==> src/rtl/ik_swift_iter_ctrl.sv <==
// Closed-loop iteration controller for the ik_swift solver core: starts the core, applies scaled
// and clamped deltas to N joint params, and stops on convergence or on the iteration limit.
module ik_swift_iter_ctrl #(
  parameter int NUM_JOINTS  = 6,
  parameter int DH_W        = 21,
  parameter int DELTA_W     = 36,
  parameter int DELTA_SHIFT = 15,
  parameter int ITER_W      = 8
) (
  input  logic                                 clk,
  input  logic                                 rst,
  input  logic                                 en,
  input  logic [ITER_W-1:0]                    iter_limit,
  input  logic [DELTA_W-1:0]                   tol,
  input  logic [NUM_JOINTS-1:0][DH_W-1:0]      dh_init,
  input  logic [NUM_JOINTS-1:0][DH_W-1:0]      dh_min,
  input  logic [NUM_JOINTS-1:0][DH_W-1:0]      dh_max,
  output logic                                 core_en,
  output logic [NUM_JOINTS-1:0][DH_W-1:0]      core_dh,
  input  logic                                 core_done,
  input  logic [NUM_JOINTS-1:0][DELTA_W-1:0]   core_delta,
  output logic                                 busy,
  output logic                                 done,
  output logic                                 converged,
  output logic [ITER_W-1:0]                    iter_count,
  output logic [NUM_JOINTS-1:0][DH_W-1:0]      dh_out,
  output logic [2:0]                           dbg_state
);

  // Core handshake: core_en is a one-cycle start pulse; core_delta is taken on the first cycle
  // core_done is high while in WAIT, and core_done in any other state has no effect.
  typedef enum logic [2:0] {
    S_IDLE   = 3'd0,
    S_LOAD   = 3'd1,
    S_RUN    = 3'd2,
    S_WAIT   = 3'd3,
    S_UPDATE = 3'd4,
    S_CHECK  = 3'd5,
    S_DONE   = 3'd6
  } state_t;

  localparam int JW = (NUM_JOINTS > 1) ? $clog2(NUM_JOINTS) : 1;
  localparam int SW = DH_W + 1;
  localparam int AW = DH_W + 2;
  localparam int XW = (DELTA_W > AW) ? DELTA_W : AW;
  localparam logic [JW-1:0] LAST_J = JW'(NUM_JOINTS - 1);
  localparam logic signed [XW-1:0] STEP_MAX = $signed((XW'(1) << (SW - 1)) - XW'(1));
  localparam logic signed [XW-1:0] STEP_MIN = ~STEP_MAX;
  localparam logic [DELTA_W-1:0] DELTA_MIN = {1'b1, {(DELTA_W-1){1'b0}}};

  state_t                               r_state;
  logic [NUM_JOINTS-1:0][DH_W-1:0]      r_dh;
  logic [NUM_JOINTS-1:0][DELTA_W-1:0]   r_delta;
  logic [NUM_JOINTS-1:0][DH_W-1:0]      r_dh_out;
  logic [JW-1:0]                        r_jidx;
  logic [ITER_W-1:0]                    r_iter;
  logic [ITER_W-1:0]                    r_limit;
  logic [ITER_W-1:0]                    r_iter_count;
  logic [DELTA_W-1:0]                   r_tol;
  logic                                 r_all_small;
  logic                                 r_core_en;
  logic                                 r_busy;
  logic                                 r_done;
  logic                                 r_converged;

  logic signed [DELTA_W-1:0] w_delta_j;
  logic signed [DELTA_W-1:0] w_shifted;
  logic signed [XW-1:0]      w_shifted_x;
  logic signed [XW-1:0]      w_step_x;
  logic signed [AW-1:0]      w_step;
  logic signed [AW-1:0]      w_sum;
  logic signed [AW-1:0]      w_min;
  logic signed [AW-1:0]      w_max;
  logic signed [AW-1:0]      w_clamped;
  logic [DELTA_W-1:0]        w_abs;
  logic                      w_small;
  logic [ITER_W:0]           w_iter_next;
  logic [ITER_W:0]           w_limit_eff;
  logic                      w_at_limit;

  // Per-joint update datapath; the sum is two bits wider than DH so clamping sees true overflow.
  always_comb begin
    w_delta_j   = r_delta[r_jidx];
    w_shifted   = w_delta_j >>> DELTA_SHIFT;
    w_shifted_x = XW'(w_shifted);
    if (w_shifted_x > STEP_MAX)      w_step_x = STEP_MAX;
    else if (w_shifted_x < STEP_MIN) w_step_x = STEP_MIN;
    else                             w_step_x = w_shifted_x;
    w_step = AW'(w_step_x);
    w_sum  = w_step + AW'($signed(r_dh[r_jidx]));
    w_min  = AW'($signed(dh_min[r_jidx]));
    w_max  = AW'($signed(dh_max[r_jidx]));
    if (w_sum < w_min)      w_clamped = w_min;
    else if (w_sum > w_max) w_clamped = w_max;
    else                    w_clamped = w_sum;
    w_abs   = w_delta_j[DELTA_W-1] ? ($unsigned(~w_delta_j) + DELTA_W'(1)) : $unsigned(w_delta_j);
    w_small = (w_abs <= r_tol) && ($unsigned(w_delta_j) != DELTA_MIN);
    w_iter_next = {1'b0, r_iter} + (ITER_W+1)'(1);
    w_limit_eff = (r_limit == '0) ? (ITER_W+1)'(1) : {1'b0, r_limit};
    w_at_limit  = (w_iter_next >= w_limit_eff);
  end

  always_ff @(posedge clk or negedge rst) begin
    if (!rst) begin
      r_state      <= S_IDLE;
      r_dh         <= '0;
      r_delta      <= '0;
      r_dh_out     <= '0;
      r_jidx       <= '0;
      r_iter       <= '0;
      r_limit      <= '0;
      r_iter_count <= '0;
      r_tol        <= '0;
      r_all_small  <= 1'b0;
      r_core_en    <= 1'b0;
      r_busy       <= 1'b0;
      r_done       <= 1'b0;
      r_converged  <= 1'b0;
    end else begin
      r_core_en <= 1'b0;
      r_done    <= 1'b0;
      case (r_state)
        S_IDLE: begin
          if (en) begin
            r_state <= S_LOAD;
            r_busy  <= 1'b1;
          end
        end
        S_LOAD: begin
          r_dh        <= dh_init;
          r_iter      <= '0;
          r_converged <= 1'b0;
          r_limit     <= iter_limit;
          r_tol       <= tol;
          r_all_small <= 1'b1;
          r_core_en   <= 1'b1;
          r_state     <= S_RUN;
        end
        S_RUN: r_state <= S_WAIT;
        S_WAIT: begin
          if (core_done) begin
            r_delta <= core_delta;
            r_jidx  <= '0;
            r_state <= S_UPDATE;
          end
        end
        S_UPDATE: begin
          r_dh[r_jidx] <= w_clamped[DH_W-1:0];
          r_all_small  <= r_all_small & w_small;
          if (r_jidx == LAST_J) r_state <= S_CHECK;
          else                  r_jidx  <= r_jidx + JW'(1);
        end
        S_CHECK: begin
          r_iter_count <= w_iter_next[ITER_W-1:0];
          if (r_all_small || w_at_limit) begin
            r_converged <= r_all_small;
            r_dh_out    <= r_dh;
            r_done      <= 1'b1;
            r_state     <= S_DONE;
          end else begin
            r_iter      <= w_iter_next[ITER_W-1:0];
            r_all_small <= 1'b1;
            r_core_en   <= 1'b1;
            r_state     <= S_RUN;
          end
        end
        S_DONE: begin
          r_busy  <= 1'b0;
          r_state <= S_IDLE;
        end
        default: begin
          r_busy  <= 1'b0;
          r_state <= S_IDLE;
        end
      endcase
    end
  end

  assign core_en    = r_core_en;
  assign core_dh    = r_dh;
  assign busy       = r_busy;
  assign done       = r_done;
  assign converged  = r_converged;
  assign iter_count = r_iter_count;
  assign dh_out     = r_dh_out;
  assign dbg_state  = r_state;

endmodule

==> config.mk <==
export PLATFORM = sky130hd
export DESIGN_NAME = ik_swift_iter_ctrl
export DESIGN_NICKNAME = d
export VERILOG_FILES = /design/src/rtl/ik_swift_iter_ctrl.sv
export SDC_FILE = /design/constraint.sdc
export NUM_CORES = 1
export LEC_CHECK = 0
export CORE_AREA = 2 2 355 357
export CTS_CLUSTER_DIAMETER = 30
export DETAILED_ROUTE_END_ITERATION = 8
export DIE_AREA = 0 0 357 359
export SLEW_MARGIN = 20
export SYNTH_ARGS = -nofsm -noshare
export SYNTH_HDL_FRONTEND = slang
export SYNTH_SLANG_ARGS = --single-unit
==> constraint.sdc <==
create_clock -name clk -period 13.91 [get_ports clk]
set_input_delay 2.782 -clock clk [delete_from_list [all_inputs] [get_ports clk]]
set_output_delay 2.782 -clock clk [all_outputs]
set_load 0.01 [all_outputs]
# Word level (Yosys, flattened, before mapping)
# Cells that the tools add are included.
# totals
in_bits,642
output_inout_bits,267
wordCells,113
reg_bits,539
# op_classes
n_mux,38
magnitude_cmp,8
n_eq_ne,13
n_reduce_logical,18
n_addsub,4
bitwise,3
# op_table
op,n
$pmux 126 s2,1
$bmux 21 s3,3
$bwmux 126,1
$mux 21,6
$bmux 36 s3,1
$mux 36,2
$demux 21 s3,1
$mux 23,2
$add 36x1->36 const B,1
$le 36x36->1,1
$ne 36x36->1 const B,1
$not 36->36,1
$add 23x21->23,1
$gt 23x21->1,1
$lt 23x21->1,1
$gt 21x22->1 const B,1
$lt 21x22->1 const B,1
$mux 3,6
$pmux 3 s6,1
$mux 8,2
$pmux 8 s2,1
$ne 2x2->1 const B,6
$reduce_and 2->1,6
$add 8x1->9 const B,1
21 further kinds,35

# Longest topological paths before layout
# Gate-level depths: netlist of the first run.
# depth
depth_word,11
ltp_mapped,33
ltp_nobuf,22

# Least setup slack after synthesis of the first run
# OpenSTA, ideal clock, no wires.
# synth_path
path_kind,register -> register
start,reg r_jidx[1]
end,"reg r_dh, in the netlist core_dh[40]"
setup_time_ps,146
stages_incl_launch_ff,34
path_slack_ps,6767
arrival_time_ps,6997
synth_period_minus_slack_ps,7143
required_time_ps,13764
path_buffers,11
cell_sequence,dfrtp_1 -> buf_2 -> buf_6 -> buf_6 -> buf_4 -> buf_2 -> buf_2 -> buf_2 -> clkbuf_1 -> buf_2 -> mux2i_1 -> nor2_1 -> a21oi_1 -> o22ai_1 -> ha_1 -> fa_1 -> nand3_1 -> a21oi_1 -> o21a_1 -> nor3_1 -> o31ai_1 -> a311oi_1 -> inv_1 -> ha_1 -> and4_1 -> and3_1 -> o311ai_0 -> and3_1 -> clkbuf_1 -> a211oi_1 -> clkbuf_1 -> nor2_1 -> a211oi_1 -> o21ai_0
# synth_via
elab_chain_cells,11
elab_cells_between_ends,24
cone_classes,add/sub: 1; order compare: 6; mux: 16; reduce/logical: 1
# synth_rtl
item,line,source
from (decl),55,logic [JW-1:0] r_jidx;
from (signal assigned),151,else r_jidx <= r_jidx + JW'(1);
$bmux 36 s3,83,w_delta_j = r_delta[r_jidx];
$mux 36 (not written as such),83,
$lt 21x22->1,87,else if (w_shifted_x < STEP_MIN) w_step_x = STEP_MIN;
$mux 23,87,
$mux 23,86,if (w_shifted_x > STEP_MAX) w_step_x = STEP_MAX;
$add 23x21->23,90,w_sum = w_step + AW'($signed(r_dh[r_jidx]));
$gt 23x21->1,94,else if (w_sum > w_max) w_clamped = w_max;
$mux 21,94,
$mux 21,93,if (w_sum < w_min) w_clamped = w_min;
$bwmux 126 *,148,r_dh[r_jidx] <= w_clamped[DH_W-1:0];
$pmux 126 s2 *,122,case (r_state)
to (signal assigned),130,r_dh <= dh_init;
"to (signal, indexed assignment)",148,
to (decl),52,logic [NUM_JOINTS-1:0][DH_W-1:0] r_dh;
# Mark *: on every way between the ends. The rest lies on a longest branch, timed or not. The select of a mux whose other input is x is not followed.
# A chain may end at the register's enable or synchronous reset.

# Worst setup path after layout of the first run
# layout_path
start,reg r_jidx[1]
end,"reg r_dh, in the netlist core_dh[83]"
# Same word-level chain as after synthesis.

==> results by group, run 1 <==
Clock tree
  – Post-cts repair resize count: 0
  – Insertion delay to the later sink of the worst-skew pair: approximately 0.75 ns
  – Clock-pin slew reported for the worst setup and hold paths after clock tree synthesis: about 0.04 ns
  – Clock tree buffer depth: 3
  – CTS root buf: clkbuf_16
  – Count of clock tree sinks: 539
  – Clock tree from TritonCTS: done
  – Number of CTS-inserted buffers: ~140
  – H-tree levels: 4
  – Post-CTS setup repair buffer count: 0
  – Number of buffers added to fix hold violations after cts: 0

Critical path
  – Critical-path cell with the highest stage delay: a211oi_1
  – Maximum fanout along the worst path: 55
  – Crit path capture type: register
  – Required time of the critical path: 14.49 ns
  – Arr. time, crit path: 9.29 ns
  – Depth of the worst register-to-register path: 23
  – Worst path cell trace: buf_4, buf_4, mux2i_1, o21ai_0, a21oi_1, inv_1, ha_1, a21oi_1, a21oi_1, o21a_1, nor3_1, o31ai_1, a311oi_1, inv_1, ha_1, and4_1, and3_1, nand2_1, nor3_1, a211o_1, nor3_1, a211oi_1, a21oi_1
  – Worst setup SP type: register
  – Cell seen most often among critical-path stages: a21oi_1
  – Worst Path Class, Setup: register to register
  – Worst path max stage delay: about 0.84 ns

STA
  – Setup clock skew after layout: 0.0382 ns
  – Endpoints failing setup: 0
  – Hold Vio Cnt, Final: 0
  – Worst Slack Setup Final: 5.20 ns
  – Slew at the pin with the worst max-slew slack: between 1 and 1.5 ns
  – Top achievable clock speed: around 0.11 GHz
  – Final-report max-slew violation count: 0
  – Setup repair after global routing missed its margin: false
  – Post-route fraction of the period consumed by the critical path: ~63%
  – Time the worst path needs with I/O delays and setup: just under 9 ns
  – Final setup TNS: 0 ns
  – Normalized max-slew margin: approximately a quarter

Logic synthesis
  – Count of cell types in the netlist: 75
  – Number of synthesized flops with an enable pin: 0
  – Area fraction in and, or, nand and nor cells after synthesis: under 10%
  – Synthesized netlist net count: around 3600
  – Main combinational cell family by area after synthesis: multiplexers
  – Number of flip-flops and latches in the synthesized netlist: roughly 540
  – Async S/R FF share, synth: 100%
  – Post-synthesis area per instance: roughly 11 sq um
  – Compound-Gate Fraction of Synth Area: about 17%
  – Multiplexer area fraction after synthesis: 20.5%
  – Post-synth design cell area: between 20000 and 30000 sq um
  – Cells after synthesis: around 2800
  – Top_reg_cell synth: dfrtp_1
  – Fraction of the mapped netlist area in adder cells: roughly 5%
  – Synthesized-area fraction occupied by xor and xnor cells: under 10%
  – Share of the yosys chip area belonging to registers: 45.2%
  – Count of yosys warnings during synthesis: 0

Run
  – Max-Cap Viols: 0

Cells and area
  – Fraction of final layout cells with drive strength greater than 1: ~19%
  – Fillers: 12400
  – Utilization of the core after routing: around 37%
  – Sequential cell area: 13500 sq um
  – Signed area change from the synthesized netlist to the final layout: 53.8%
  – Final-stage net count: ~4500
  – Non-filler instance count after layout: 5498
  – Total area of multi-input combinational cells: 15300 sq um

Drt
  – Total length of routed wires: between 150 and 200 mm
  – Vias/cell: between 5 and 6
  – DRC: 0
  – Wire per inst: 28.8 um
  – Vias after detailed routing: 28200
  – Detailed Route Iter0 Violations: 2470
  – TritonRoute pass-1 iters: 5
  – Routed Antenna Nets: 0

GRT
  – First-pass GRT wire length: ~220 mm
  – Via count of the first global-routing pass: around 28000
  – Total GRT Usage: between 20% and 30%
  – Antenna violations before repair: 49
  – Maximum number of pins on one net before global-route repair: 170
  – Total congestion overflow after global routing: 0

Floorplanning
  – Core area: around 120000 sq um
  – Die area: ~130000 sq um
  – Vert. Die Dim: around 360 um
  – Starting utilization of the core area: about a quarter
  – Std-Cell Rows: 130
  – Width of the die: ~360 um
  – Top-level I/O count: roughly 910

Placement
  – Routability congestion estimate from global placement: 0.932
  – Cell total after placement: roughly 5200
  – DPL Wire Length: about 120 mm
  – DP Worst Slack: around 5.3 ns
  – Buffers on Ports: 908

Worst hold path
  – Hold WC Path Type: register to register
  – Cells on Worst Hold Path: 2

Run status
  – Result of the run: complete, no violations
-- layer usage --
metal / vias up / GRT usage [%] / part of all wire (%)
met5: - / 0 / 0.081
met4: 18 / 9.69 / 3.5
met3: 302 / 6.41 / 7.7
met2: 1359 / 40.1 / 49
met1: 14300 / 29.3 / 40
li1: 12300 / - / -
-- final cells by class --
| type | count | share of cell area [%] |
|---|---|---|
| antenna | 32 | 0.175 |
| multi-input combinational | 2003 | 33.4 |
| tap | 1650 | 4.50 |
| clock buffer | 174 | 8.29 |
| sequential | 539 | 29.4 |
| clock inverter | 82 | 3.02 |
| inverter | 67 | 0.554 |
| timing repair buffer | 951 | 20.7 |
-- critical path, delay by kind of cell (launching register included) --
| kind | cells | cell delay (ns) |
|---|---|---|
| compound gates | 10 | 3.55 |
| fa+ha+maj | 2 | 0.67 |
| simple gates | 6 | 1.68 |
| flops | 1 | 0.59 |
| mux | 1 | 0.25 |
| buf+inv | 4 | 1.64 |
-- state kept, by name, indices dropped and copies added (netlist names), 3 cells and up --
| signal | count |
|---|---|
| core_dh | 126 |
| dbg_state | 3 |
| iter_count | 8 |
| r_jidx | 3 |
| r_tol | 36 |
| r_iter | 8 |
| r_delta | 216 |
| dh_out | 126 |
| r_limit | 8 |
-- stage by stage --
| step | hold slack, ns | instance area, sq um |
|---|---|---|
| global placement | 0.459 | 40600 |
| finish | 0.476 | 45900 |
| CTS | 0.478 | 45800 |
| detailed placement | 0.467 | 40600 |
| floorplan | 0.448 | 29800 |
| global route | 0.486 | 45900 |
-- path summary, 6_finish.rpt --
check / startpoint / end / slack, ns
max in group asynchronous: rst / dh_out[80] / 9.39
max reg2reg: r_jidx[1] / core_dh[83] / 5.20
min: iter_count[5] / iter_count[5] / 0.48
min in group asynchronous: rst / r_delta[175] / 1.98
max: r_jidx[1] / core_dh[83] / 5.20
min reg2reg: iter_count[5] / iter_count[5] / 0.48
-- logic make-up after synthesis --
| group | after synthesis |
|---|---|
| fa+ha+maj | 121 |
| buf+inv | 264 |
| compound gates | 822 |
| mux | 553 |
| flops | 539 |
| simple gates | 457 |
| xor+xnor | 50 |
-- cells in the mapped netlist (all sizes together), types with 4 or more instances --
cell	instances	area, sq um
a2111oi	9	78.8
a211oi	12	90.1
a21o	32	240
a21oi	272	1360
a22o	5	52.6
a22oi	97	728
a2bb2oi	14	123
a31oi	13	81.3
and2	6	37.5
and3	9	56.3
and4	4	35.0
buf	68	372
clkbuf	129	484
dfrtp	539	13500
ha	120	1500
inv	66	248
mux2	415	4680
mux2i	135	1350
nand2	145	544
nand2b	10	62.6
nand3	25	125
nand4	14	87.6
nor2	179	672
nor2b	9	58.8
nor3	17	85.1
nor4	9	77.6
o211ai	8	60.1
o21a	13	97.6
o21ai	153	766
o22a	22	193
o22ai	117	732
o31ai	6	45.0
o32ai	25	219
or2	10	62.6
or3	10	62.6
xnor2	27	236
xor2	23	201
-- layout by cell type, fill, tap and decap left out, drive strengths merged, types with 44 or more instances in the layout --
| cell type | count |
|---|---|
| nand2 | 145 |
| ha | 120 |
| nor2 | 179 |
| o21ai | 153 |
| a22oi | 97 |
| clkbuf | 174 |
| o22ai | 117 |
| inv | 74 |
| clkdlybuf4s50 | 907 |
| a21oi | 272 |
| dfrtp | 539 |
| mux2i | 135 |
| mux2 | 415 |
| buf | 44 |
Power of run 1 is left out: the tool's default activity adds up to more than one toggle a clock period on the data nets, which glitch-free logic cannot reach.
==> inputs of run 2 (changes only) <==
CORE_AREA = 2 2 357 359   (was 2 2 355 357)
DIE_AREA = 0 0 359 361   (was 0 0 357 359)
clock period = 7.3 ns   (was 13.91 ns; I/O delays follow)
==> results by group, run 2 (synthesized netlist as in run 1, its figures left out) <==
Run status
  – Result of the run: complete, no violations

Cells and area
  – Commonest non-fill, non-tap cell in the layout: clkdlybuf4s50_1
  – Fillers: about 12000
  – Flip-flop count of the largest register, all copies and words added: between 200 and 250
  – Non-filler instance count after layout: approximately 5600
  – Signed area change from the synthesized netlist to the final layout: 55.4%
  – Fraction of final layout cells with drive strength greater than 1: between 20% and 30%
  – Most frequent cells in the layout: clkdlybuf4s50_1 (907), dfrtp_1 (536), mux2_2 (412), a21oi_1 (270), nor2_1 (175)
  – Non-Filler Cell Area, Final: around 46000 sq um
  – Final-stage net count: roughly 4500
  – Largest reg by FF count: r_delta

Critical path
  – Cell seen most often among critical-path stages: buf_4
  – Maximum fanout along the worst path: 72
  – Crit path capture type: register
  – Worst setup SP type: register
  – Worst path cell trace: buf_12, mux2_2, a22oi_1, o22ai_1, buf_4, ha_1, a21o_1, a21o_1, a2111oi_0, o211ai_1, o311ai_0, nor2b_1, o31ai_1, ha_1, and4_1, o311a_1, a211oi_1, and3_1, a211o_1, buf_4, nor3_1, a211oi_1, buf_4, a21oi_1
  – Worst Path Class, Setup: register to register
  – Worst path max stage delay: approximately 0.48 ns
  – Critical-path cell with the highest stage delay: dfrtp_4
  – Required time of the critical path: 7.87 ns
  – Arr. time, crit path: approximately 7.4 ns

GRT
  – Total GRT Usage: approximately a quarter
  – Total congestion overflow after global routing: 0
  – Antenna violations before repair: 39
  – First-pass GRT wire length: roughly 220 mm
  – Via count of the first global-routing pass: 28800
  – Maximum number of pins on one net before global-route repair: 150

STA
  – Endpoints failing setup: 0
  – Post-route fraction of the period consumed by the critical path: between 90% and 100%
  – Post-Route Hold Slack: around 0.47 ns
  – Final-report max-slew violation count: 0
  – Normalized max-slew margin: between 10% and 20%
  – Time the worst path needs with I/O delays and setup: 6.86 ns
  – Top achievable clock speed: about 0.15 GHz
  – Setup repair after global routing missed its margin: false
  – Slew at the pin with the worst max-slew slack: ~1.2 ns
  – Final setup TNS: 0 ns
  – Setup clock skew after layout: approximately 0.031 ns
  – Hold Vio Cnt, Final: 0

Drt
  – Routed Antenna Nets: 0
  – Detailed Route Iter0 Violations: roughly 2300
  – Vias/cell: between 5 and 6
  – TritonRoute pass-1 iters: 5
  – Total length of routed wires: roughly 160 mm
  – Vias after detailed routing: between 20000 and 30000
  – Wire per inst: ~29 um
  – DRC: 0

Floorplanning
  – Width of the die: 359 um
  – Core area: 125000 sq um
  – Std-Cell Rows: 130
  – Die area: about 130000 sq um
  – Top-level I/O count: around 900
  – Starting utilization of the core area: approximately a quarter
  – Vert. Die Dim: 361 um

Clock tree
  – Clock tree buffer depth: 3
  – Clock-pin slew reported for the worst setup and hold paths after clock tree synthesis: 0.04 ns
  – Number of CTS-inserted buffers: between 100 and 150
  – Clock tree from TritonCTS: done
  – Insertion delay to the later sink of the worst-skew pair: between 0.7 and 0.8 ns
  – CTS root buf: clkbuf_16
  – Count of clock tree sinks: between 500 and 600
  – H-tree levels: 4

Placement
  – Routability congestion estimate from global placement: ~0.95
  – Cell total after placement: approximately 5300
  – DPL Wire Length: ~120 mm
  – Buffers on Ports: 908
  – Total placed instance area: roughly 41000 sq um

Run
  – Max-Cap Viols: 0

Worst hold path
  – Hold WC Path Type: register to register
run 2: cell types whose count changed in the layout (fill, tap and decap cells not counted), sizes merged:
| cell | delta |
|---|---|
| clkinvlp | +3 |
| diode | -5 |
| bufinv | -11 |
| clkinv | +12 |
| buf | +60 |
| and2 | +1 |
| inv | -2 |
| clkbuf | +8 |
run 2: per-layer routing:
layer / GRT usage, % / routed length (um)
met3: 6.48 / 12300
met4: 10.5 / 6330
met2: 38.9 / 76100
met1: 28.8 / 64000
met5: 0 / 118
run 2: worst paths after layout:
path	startpoint	end	slack, ns	cells past startpoint
max reg2reg	r_jidx[1]	core_dh[82]	0.44	24
min in group asynchronous	rst	r_delta[67]	0.79	1
min	iter_count[6]	iter_count[6]	0.47	2
min reg2reg	iter_count[6]	iter_count[6]	0.47	2
max in group asynchronous	rst	r_delta[12]	4.99	2
max	r_jidx[1]	core_dh[82]	0.44	24
run 2: cell type report:
| type | count | area, sq um | share of cell area [%] |
|---|---|---|---|
| well taps | 1650 | 2060 | 4.46 |
| flip-flops and latches | 539 | 13500 | 29.1 |
| clock buffers | 182 | 4010 | 8.66 |
| clock inverters | 84 | 1100 | 2.38 |
| repair buffers | 1011 | 10000 | 21.6 |
| diodes | 27 | 67.6 | 0.146 |
| multi-input cells | 2004 | 15300 | 33.0 |
| inverters | 67 | 254 | 0.548 |
run 2: metrics by stage:
step	util [%]	setup slack, ns
global placement	32.8	0.505
global route	36.9	0.00588
floorplan	-	0.157
finish	37.0	0.437
detailed placement	32.8	0.480
CTS	36.8	0.408
run 2: critical path, delay by kind of cell (launching register included):
kind | cells | cell delay, ns
AOI/OAI and AO/OA | 13 | 3.24
buffers and inverters | 4 | 1.06
and+or+nand+nor | 4 | 0.80
adders and majority gates | 2 | 0.63
DFF | 1 | 0.48
muxes | 1 | 0.40
run 2: timing repair:
item,CTS,global route
endpoints found under the setup margin,0,33
buffers inserted,0,3
gates resized for setup,0,2
hold buffers,0,0
Power of run 2 is left out for the same reason.
==> inputs of run 3 (changes only) <==
CORE_AREA = 2 2 359 361   (was 2 2 357 359)
DIE_AREA = 0 0 361 363   (was 0 0 359 361)
SKIP_CTS_REPAIR_TIMING = 1   (was default)
clock period = 7.05 ns   (was 7.3 ns; I/O delays follow)
==> results by group, run 3 (synthesized netlist as in run 1, its figures left out) <==
Floorplanning
  – Width of the die: 361 um
  – Core area: between 100000 and 150000 sq um
  – Top-level I/O count: between 900 and 1000
  – Die area: 131000 sq um
  – Vert. Die Dim: 363 um
  – Std-Cell Rows: 131
  – Starting utilization of the core area: about a quarter

Critical path
  – Required time of the critical path: ~7.6 ns
  – Depth of the worst register-to-register path: 23
  – Origin of the critical flop-to-flop path: r_jidx[0]
  – Worst Path Class, Setup: register to register
  – Reg-to-reg setup timing slack: between 0.3 and 0.4 ns
  – Launching instance or port of the critical path: r_jidx[0]
  – Crit path capture type: register
  – Worst setup SP type: register
  – Maximum fanout along the worst path: 16
  – Arr. time, crit path: 7.31 ns
  – Reg2Reg Capture Point: core_dh[16]

Placement
  – DP Worst Slack: around 0.099 ns
  – Cell total after placement: 5282
  – DPL Wire Length: 123 mm
  – Routability congestion estimate from global placement: ~0.95
  – Buffers on Ports: between 900 and 1000

Cells and area
  – Largest reg by FF count: r_delta
  – Signed area change from the synthesized netlist to the final layout: 54.6%
  – Sequential cell area: about 13000 sq um
  – Non-filler instance count after layout: ~5600
  – Final-stage net count: 4525
  – Flip-flop count of the largest register, all copies and words added: 216
  – Fraction of final layout cells with drive strength greater than 1: about a fifth
  – Most frequent cells in the layout: clkdlybuf4s50_1 (907), dfrtp_1 (536), mux2_2 (412), a21oi_1 (269), nor2_1 (175)
  – Fillers: around 13000
  – Commonest non-fill, non-tap cell in the layout: clkdlybuf4s50_1
  – Total area of multi-input combinational cells: ~15000 sq um

GRT
  – Maximum number of pins on one net before global-route repair: 160
  – Total congestion overflow after global routing: 0
  – First-pass GRT wire length: about 220 mm
  – Total GRT Usage: roughly 23%
  – Antenna violations before repair: between 40 and 50
  – Via count of the first global-routing pass: approximately 28000

Drt
  – Detailed Route Iter0 Violations: between 2000 and 3000
  – Vias after detailed routing: approximately 28000
  – Wire per inst: around 28 um
  – Routed Antenna Nets: 0
  – Vias/cell: a little over 5
  – Total length of routed wires: 157 mm
  – TritonRoute pass-1 iters: 6
  – DRC: 0

Clock tree
  – Clock-pin slew reported for the worst setup and hold paths after clock tree synthesis: about 0.040 ns
  – Count of clock tree sinks: between 500 and 600
  – H-tree levels: 4
  – Clock tree buffer depth: 3
  – Insertion delay to the later sink of the worst-skew pair: around 0.76 ns
  – Clock tree from TritonCTS: done
  – CTS root buf: clkbuf_16
  – Number of CTS-inserted buffers: around 140

STA
  – Final setup TNS: 0 ns
  – Top achievable clock speed: approximately 0.15 GHz
  – Slew at the pin with the worst max-slew slack: between 1 and 1.5 ns
  – Setup repair after global routing missed its margin: false
  – Setup clock skew after layout: 0.0280 ns
  – Endpoints failing setup: 0
  – Hold Vio Cnt, Final: 0
  – Worst Slack Setup Final: about 0.33 ns
  – Time the worst path needs with I/O delays and setup: 6.72 ns
  – Post-route fraction of the period consumed by the critical path: between 90% and 100%
  – Normalized max-slew margin: a little under a quarter
  – Final-report max-slew violation count: 0

Worst hold path
  – Hold path startpoint: iter_count[5]
  – End point of the worst hold path: iter_count[5]
  – Cells on Worst Hold Path: 2
  – Hold WC Path Type: register to register

Run
  – Max-Cap Viols: 0

Run status
  – Result of the run: complete, no violations
[run 3: how the worst max path moves through the flow]
stage          slack [ns]     endpoint
6_report             0.33  core_dh[16]
4_1_cts              0.03  core_dh[79]
5_1_grt             0.002  core_dh[16]
2_1_floorplan        0.04  core_dh[40]
3_3_place_gp         0.13  core_dh[37]
3_5_place_dp          0.1  core_dh[79]
[run 3: layer usage]
metal	vias to the layer above	GRT usage (%)	part of all wire [%]
li1	12400	-	-
met2	1333	38.3	49
met3	272	5.90	7.4
met5	-	0	0.062
met4	16	8.89	3.0
met1	14300	28.9	41
[run 3: metrics by stage]
stage / hold slack [ns] / instance area, sq um / utilization [%]
finish: 0.475 / 46100 / 36.3
global route: 0.508 / 46100 / 36.3
CTS: 0.478 / 45900 / 36.1
detailed placement: 0.468 / 41100 / 32.4
global placement: 0.462 / 41100 / 32.4
floorplan: 0.448 / 29800 / -
[run 3: critical path, cell delays in order (launching register included)]
cell      delay (ns)
dfrtp_4         0.57
buf_4           0.33
mux2_2          0.38
a22oi_1         0.19
o22ai_1         0.18
buf_4           0.23
ha_1            0.44
nand2_1         0.08
o21a_1          0.18
o21ai_0         0.38
nor3_2          0.13
o21ai_0         0.34
nand2_1         0.24
ha_1            0.39
a211oi_1        0.23
o211ai_1        0.12
o221ai_1        0.43
a31oi_1         0.21
mux2i_2         0.36
buf_4           0.29
a21oi_1         0.06
a21oi_1         0.43
buf_4           0.24
o21ai_0         0.09
[run 3: final cells by class]
| type | instances | area share, % |
|---|---|---|
| multi-input combinational | 2003 | 33.4 |
| antenna | 35 | 0.190 |
| sequential | 539 | 29.3 |
| timing repair buffer | 1015 | 21.7 |
| clock buffer | 191 | 8.54 |
| inverter | 67 | 0.551 |
| tap | 1662 | 4.51 |
| clock inverter | 58 | 1.81 |
Power of run 3 is left out for the same reason.
